File: config.mk
export PLATFORM = sky130hd
export DESIGN_NAME = fifo_rd_ctrl
export DESIGN_NICKNAME = d
export VERILOG_FILES = /design/src/rtl/fifo_pkg.sv /design/src/rtl/gray_ptr_cnt.sv /design/src/rtl/fifo_rd_ctrl.sv
export SDC_FILE = /design/constraint.sdc
export NUM_CORES = 1
export LEC_CHECK = 0
export CAP_MARGIN = 20
export CORE_AREA = 2 2 60 62
export CTS_CLUSTER_DIAMETER = 40
export DETAILED_ROUTE_END_ITERATION = 10
export DIE_AREA = 0 0 62 64
export MAX_ROUTING_LAYER = met4
export PLACE_DENSITY = 0.7
export SETUP_SLACK_MARGIN = 0.15
export SYNTH_ARGS = -nofsm -noshare
export SYNTH_HDL_FRONTEND = slang
export SYNTH_SLANG_ARGS = --single-unit
export TNS_END_PERCENT = 10
File: constraint.sdc
create_clock -name clk -period 3.1 [get_ports clk]
set_input_delay 0.775 -clock clk [delete_from_list [all_inputs] [get_ports clk]]
set_output_delay 0.775 -clock clk [all_outputs]
set_load 0.05 [all_outputs]
File: src/rtl/fifo_pkg.sv
// fifo_pkg: pointer-width and Gray-code helpers shared by the async FIFO read and write controllers.
// Helpers work on a PTR_MAX-wide container; callers zero-extend their ADDR_W+1-bit pointers.
package fifo_pkg;

    localparam int MIN_DEPTH = 4;
    localparam int PTR_MAX   = 32;

    typedef logic [PTR_MAX-1:0] ptr_t;

    function automatic int ptr_w(input int depth);
        return $clog2(depth) + 1;
    endfunction

    function automatic ptr_t bin2gray(input ptr_t b);
        return b ^ (b >> 1);
    endfunction

    function automatic ptr_t gray2bin(input ptr_t g);
        ptr_t b;
        b = g;
        for (int i = 1; i < PTR_MAX; i++) b = b ^ (g >> i);
        return b;
    endfunction

endpackage

File: src/rtl/gray_ptr_cnt.sv
// gray_ptr_cnt: enable-driven binary pointer with a registered Gray copy; shared by both FIFO sides.
module gray_ptr_cnt
    import fifo_pkg::*;
#(
    parameter int W = 5
) (
    input  logic         clk,
    input  logic         rst,
    input  logic         en,
    output logic [W-1:0] bin,
    output logic [W-1:0] bin_next,
    output logic [W-1:0] gray,
    output logic [W-1:0] gray_next
);

    logic [W-1:0] bin_q, bin_d, gray_q, gray_d;
    ptr_t         g_full;

    always_comb begin
        bin_d  = bin_q + W'(en);
        g_full = bin2gray(ptr_t'(bin_d));
        gray_d = g_full[W-1:0];
    end

    always_ff @(posedge clk or posedge rst) begin
        if (rst) begin
            bin_q  <= '0;
            gray_q <= '0;
        end else begin
            bin_q  <= bin_d;
            gray_q <= gray_d;
        end
    end

    assign bin       = bin_q;
    assign bin_next  = bin_d;
    assign gray      = gray_q;
    assign gray_next = gray_d;

endmodule

File: src/rtl/fifo_rd_ctrl.sv
// fifo_rd_ctrl: read-side pointer/flag controller of the async AXIS FIFO with FWFT output.
// Define FIFO_RD_COUNT_EN to build the rd_count / almost_empty occupancy logic.
module fifo_rd_ctrl
    import fifo_pkg::*;
#(
    parameter  int FIFO_DEPTH = 16,
    parameter  int DATA_W     = 32,
    parameter  int AE_THRESH  = 2,
    localparam int ADDR_W     = $clog2(FIFO_DEPTH),
    localparam int PW         = ptr_w(FIFO_DEPTH)
) (
    input  logic              clk,
    input  logic              rst,
    input  logic [PW-1:0]     wr_ptr_gray_sync,
    output logic [PW-1:0]     rd_ptr_gray,
    output logic              mem_rd_en,
    output logic [ADDR_W-1:0] mem_rd_addr,
    input  logic [DATA_W-1:0] mem_rd_data,
    output logic              m_axis_tvalid,
    input  logic              m_axis_tready,
    output logic [DATA_W-1:0] m_axis_tdata,
    output logic              empty,
    output logic              almost_empty,
    output logic [PW-1:0]     rd_count
);

    if (FIFO_DEPTH < MIN_DEPTH || (FIFO_DEPTH & (FIFO_DEPTH - 1)) != 0) begin : g_bad_depth
        $error("fifo_rd_ctrl: FIFO_DEPTH must be a power of 2 and at least MIN_DEPTH");
    end

    logic [PW-1:0] rd_bin, rd_bin_next, rd_gray_next;
    logic          tvalid_q, tvalid_d, empty_q, empty_d;
    logic          unused_ok;

    gray_ptr_cnt #(.W(PW)) u_rd_ptr (
        .clk       (clk),
        .rst       (rst),
        .en        (mem_rd_en),
        .bin       (rd_bin),
        .bin_next  (rd_bin_next),
        .gray      (rd_ptr_gray),
        .gray_next (rd_gray_next)
    );

    // empty compares against the post-read pointer so a same-cycle read and sync update stay consistent
    always_comb begin
        mem_rd_en = !empty_q && (!tvalid_q || m_axis_tready);
        tvalid_d  = mem_rd_en || (tvalid_q && !m_axis_tready);
        empty_d   = rd_gray_next == wr_ptr_gray_sync;
    end

    always_ff @(posedge clk or posedge rst) begin
        if (rst) begin
            tvalid_q <= 1'b0;
            empty_q  <= 1'b1;
        end else begin
            tvalid_q <= tvalid_d;
            empty_q  <= empty_d;
        end
    end

    assign mem_rd_addr   = rd_bin[ADDR_W-1:0];
    assign m_axis_tvalid = tvalid_q;
    assign m_axis_tdata  = mem_rd_data;
    assign empty         = empty_q;
    assign unused_ok     = ^{rd_bin[PW-1:ADDR_W], rd_bin_next};

`ifdef FIFO_RD_COUNT_EN
    ptr_t          wr_bin_full;
    logic [PW-1:0] rd_count_q, rd_count_d;
    logic          ae_q, ae_d;

    always_comb begin
        wr_bin_full = gray2bin(ptr_t'(wr_ptr_gray_sync));
        rd_count_d  = wr_bin_full[PW-1:0] - rd_bin_next;
        ae_d        = rd_count_d <= PW'(AE_THRESH);
    end

    always_ff @(posedge clk or posedge rst) begin
        if (rst) begin
            rd_count_q <= '0;
            ae_q       <= 1'b1;
        end else begin
            rd_count_q <= rd_count_d;
            ae_q       <= ae_d;
        end
    end

    assign rd_count     = rd_count_q;
    assign almost_empty = ae_q;
`else
    assign rd_count     = '0;
    assign almost_empty = empty_q;
`endif

endmodule

# Yosys cells after proc, flatten, opt, wreduce, memory -nomap -nowiden
# Cells that the tools add are included.
totals:
  register_bits: 12
  input_bits: 40
  output_inout_bits: 50
  elab_cells: 14
classes:
  n_addsub: 1
  n_eq_ne: 1
  bitwise: 1
  reduce_logical: 7
ops:
  columns: ["cell", "count"]
  rows:
  - ["5-bit by 1-bit adder with 5-bit output", 1]
  - ["5-bit == test", 1]
  - ["5-bit by 4-bit bitwise XOR with 5-bit output", 1]
  - ["1-bit zero test", 3]
  - ["1-bit logical AND", 2]
  - ["1-bit logical OR", 2]

# Logic depth before layout (Yosys ltp)
logic_depth:
  depth_word: 6
  mapped_depth: 8
  mapped_depth_nobuf: 8

# Modules after synthesis
# Synthesis repeated with hierarchy kept, for this count alone.
hier_totals:
  hier_cells: 82
  area_unflattened_um2: 808.3
by_module_without_submodules:
  columns: ["mod", "n_inst", "cells_per_inst", "area_each_um2", "seq_area_each_um2"]
  rows:
  - ["fifo_rd_ctrl", 1, 53, 420.4, 51.3]
  - ["gray_ptr_cnt", 1, 29, 387.9, 225.2]

# Worst setup path after synthesis
# Ideal clock, no wire load.
synth_path:
  path_kind: "input to register"
  start: "input port m_axis_tready"
  end: "register empty_q, in the netlist almost_empty"
  setup_time_ns: 0.097
  t_arrival_ns: 3.021
  t_required_ns: 3.003
  path_slack_ns: -0.018
  stages: 8
  n_path_buf: 0
  path_cell_list: "inv_1 -> a21oi_1 -> ha_1 -> ha_1 -> xor2_1 -> xnor2_1 -> mux2i_1 -> nor4_1"
synth_between:
  elab_chain_len: 5
synth_lines:
  columns: ["item", "line", "text"]
  rows:
  - ["start: declaration", "fifo_rd_ctrl.sv:20", "input logic m_axis_tready,"]
  - ["1-bit logical OR", "fifo_rd_ctrl.sv:47", "mem_rd_en = !empty_q && (!tvalid_q || m_axis_tready);"]
  - ["1-bit logical AND", "fifo_rd_ctrl.sv:47", null]
  - ["net mem_rd_en", "fifo_rd_ctrl.sv:16", "output logic mem_rd_en,"]
  - ["5-bit by 1-bit adder with 5-bit output", "gray_ptr_cnt.sv:20", "bin_d = bin_q + W'(en);"]
  - ["net rd_bin_next[2]", "fifo_rd_ctrl.sv:31", "logic [PW-1:0] rd_bin, rd_bin_next, rd_gray_next;"]
  - ["5-bit by 4-bit bitwise XOR with 5-bit output", "fifo_pkg.sv:15", "return b ^ (b >> 1);"]
  - ["5-bit == test", "fifo_rd_ctrl.sv:49", "empty_d = rd_gray_next == wr_ptr_gray_sync;"]
  - ["net empty_d", "fifo_rd_ctrl.sv:32", "logic tvalid_q, tvalid_d, empty_q, empty_d;"]
  - ["end signal: assignment", "fifo_rd_ctrl.sv:58", "empty_q <= empty_d;"]
  - ["end: declaration", "fifo_rd_ctrl.sv:32", null]
# The timed path passes the listed nets, and every way through them passes these cells.

# Worst setup path in the final report
layout_path:
  start: "input port m_axis_tready"
  end: "register empty_q, in the netlist almost_empty"
layout_between:
  elab_chain_len: 5
layout_lines:
  columns: ["item", "line"]
  rows:
  - ["1-bit logical OR", "fifo_rd_ctrl.sv:47"]
  - ["1-bit logical AND", "fifo_rd_ctrl.sv:47"]
  - ["5-bit by 1-bit adder with 5-bit output", "gray_ptr_cnt.sv:20"]
  - ["net rd_bin_next[2]", "fifo_rd_ctrl.sv:31"]
  - ["5-bit by 4-bit bitwise XOR with 5-bit output", "fifo_pkg.sv:15"]
  - ["5-bit == test", "fifo_rd_ctrl.sv:49"]
  - ["net empty_d", "fifo_rd_ctrl.sv:32"]
# The timed path passes the listed nets, and every way through them passes these cells.

==> summary.txt <==
Critical path
  • Reg-to-Reg Start: m_axis_tvalid
  • CP Buf/Inv Count: 2
  • Critical Path Sink Type: flip-flop
  • WS Path Type: in -> reg
  • CP Max Fanout: 5
  • Crit path cell chain: clkdlybuf4s50_1 > inv_1 > a21oi_2 > ha_1 > ha_1 > xor2_1 > xnor2_1 > mux2i_1 > nor4_1
  • Most frequent CP cell: ha_1
  • Slowest cell on crit path: clkdlybuf4s50_1
  • Crit path max-delay family: adder cells
  • Kind of launch point of the worst setup path: primary input
  • Arrival @ worst endpoint: 2.84 ns
  • Critical Path RT: 3.28 ns
  • Crit-path max cell delay: 0.47 ns
  • Start point of the critical path: m_axis_tready

Floorplan
  • Die height: 64 um
  • Die W: 62 um
  • Die ar.: 3970 um^2
  • IO Count: 90
  • Initial cell density of the core: 24.5%
  • FP Rows: 21
  • CORE AREA: 3280 um^2

Final layout
  • Antenna cells: 0
  • Area delta synth->final: 4.35%
  • Most frequent cells in the layout: 19 x clkdlybuf4s50_1, 10 x dfrtp_1, 8 x xor2_1
  • Fin nets: 115
  • Fin util: 25.6%
  • Final Instance Count excl. Fillers: 118
  • Commonest non-fill, non-tap cell in the layout: clkdlybuf4s50_1
  • Share of cells above drive strength 1: 12.5%

Timing
  • Relative slew slack: 65.3%
  • Crit share post-route: 86.1%
  • Final-report max-slew violation count: 0
  • Actual slew at the worst max-slew pin: 0.519 ns
  • RSZ-0062 raised after global routing: false
  • Final hold vios: 0
  • FMAX: 375 MHz
  • Final WS setup: 0.431 ns
  • Setup-failing EPs final: 0
  • Tmin final: 2.67 ns
  • Setup TNS Final: 0 ns
  • Clk_skew: 0.000881 ns

Placement
  • RePlAce Congestion: 0.758
  • Placed cells: 114
  • Buffers on Ports: 20
  • Post-Place Setup Slack: 0.172 ns
  • Hpwl dp: 1030 um

Global routing
  • Global routing usage on met2: 10.3%
  • Largest net degree at the start of global routing: 12
  • Grt peak-use layer: met2
  • Met3 Usage GRT: 4.66%
  • Vias in the first global route: 456
  • First-pass GRT wire length: 2110 um
  • Grt ovf: 0
  • Tot GR Track Use: 7.82%
  • GR Util met1: 7.83%
  • Initial antenna violation count: 0

Detailed routing
  • Starting DRC count in detailed routing: 3
  • # DRC: 0
  • Pre-Repair DR Iteration Count: 3
  • Final wirelength: 1290 um
  • Drt via density: 3.60
  • Drt wl/cell: 10.9 um
  • Routed Antenna Nets: 0
  • Via count: 425

Synth
  • Yosys warning total: 0
  • Yosys cell types: 20
  • Sequential element share of the synthesized area: 34.4%
  • Syn Std Cell Area: 805 um^2
  • Synth Area per Inst: 9.93 um^2
  • Mapped Cells: 81
  • Synth Register Bits: 11

Clocking
  • CTS Hold Bufs: 0
  • CTS Buf Count: 3
  • Clock sinks: 11
  • Post-CTS setup buffer count: 0
  • Clock Root Buffer: clkbuf_4
  • Clock Latency Late Sink: 0.27 ns
  • Clk pin slew, worst setup/hold paths: 0.07 ns
  • CTS Buffer Depth: 2
  • CTS tree: yes
  • H-tree levels: 1
  • Post_cts resized: 0

Power
  • Sw Share: 50.7%
  • Pwr Density: 1390 nW/um^2
  • Gate power share: 67.3%
  • Final Power: 1.17 mW
  • Leakage power: 0.357 nW
  • Pint: 0.575 mW
  • Sw Pwr: 0.592 mW
  • Clock power frac: 8.3%
  • VDD IR max: 215 uV
  • Part of the power in registers: 24.3%

Run
  • Max Cap Viol: 0

Min path
  • Min-delay src: almost_empty
  • Hold Path Class: reg -> reg

Run status
  • Outcome: completed
## cells by family after synthesis
family	count (synthesis)	share of synthesized area, %
buffers and inverters	41	36.9
xor gates and xnor gates	14	15.2
DFF	11	34.4
and+or+nand+nor	6	4.36
AOI/OAI and AO/OA	5	4.35
adders and majority gates	2	3.11
other	1	0.466
muxes	1	1.24
## through the flow
stage	instance area [um^2]	hold WS, ns
3_5_place_dp	813	0.477
3_3_place_gp	813	0.477
5_1_grt	840	0.516
6_report	840	0.488
4_1_cts	840	0.492
2_1_floorplan	823	0.583
## synthesized netlist by cell type
master,instances,area [um^2]
xor2_1,8,70.1
xnor2_1,6,52.6
buf_4,38,285
dfstp_2,1,26.3
conb_1,1,3.75
o22ai_1,1,6.26
nand3_1,1,5.00
nor2_1,1,3.75
nor4_1,1,6.26
ha_1,2,25.0
mux2i_1,1,10.0
and2_1,1,6.26
inv_1,3,11.3
o21ai_0,1,5.00
nand4_1,1,6.26
a21boi_2,1,11.3
a21boi_0,1,7.51
and3_2,1,7.51
dfrtp_1,10,250
a21oi_1,1,5.00
## sequential cells by signal, indices dropped and copies added, names as in the netlist
name	flops
m_axis_tvalid	1
u_rd_ptr.bin	5
almost_empty	1
u_rd_ptr.gray	4
## cell type report
cell class	count	area (um^2)
Inverter	3	11.3
Tap cell	46	57.6
Clock buffer	4	26.3
Sequential cell	11	277
Fill cell	341	2440
Multi-Input combinational cell	33	250
Timing Repair Buffer	21	218
## worst paths after layout
| kind | endpoint | slack [ns] | depth (start not counted) |
|---|---|---|---|
| worst max-delay path | almost_empty | 0.43 | 9 |
| worst min-delay path | m_axis_tvalid | 0.49 | 1 |
| worst max register to register | almost_empty | 1.04 | 7 |
| worst min register to register | m_axis_tvalid | 0.49 | 1 |
| max in group asynchronous | almost_empty | 1.98 | 2 |
| min in group asynchronous | m_axis_tvalid | 0.79 | 2 |
## per-layer routing
metal	share of wire (%)	vias to the layer above	wire [um]
met1	39	194	498
met5	0	-	0
li1	-	196	-
met2	45	21	574
met4	3.8	0	49
met3	13	14	166
## power groups by stage
| stage | Combinational, mW | Sequential (mW) | Clock [mW] |
|---|---|---|---|
| floorplan | 0.435 | 0.518 | 0 |
| global placement | 0.788 | 0.285 | 0 |
| detailed placement | 0.788 | 0.289 | 0 |
| CTS | 0.792 | 0.286 | 0.101 |
| global route | 0.837 | 0.299 | 0.108 |
| finish | 0.786 | 0.284 | 0.0971 |
Note: power is estimated with default switching activity, not from simulation.
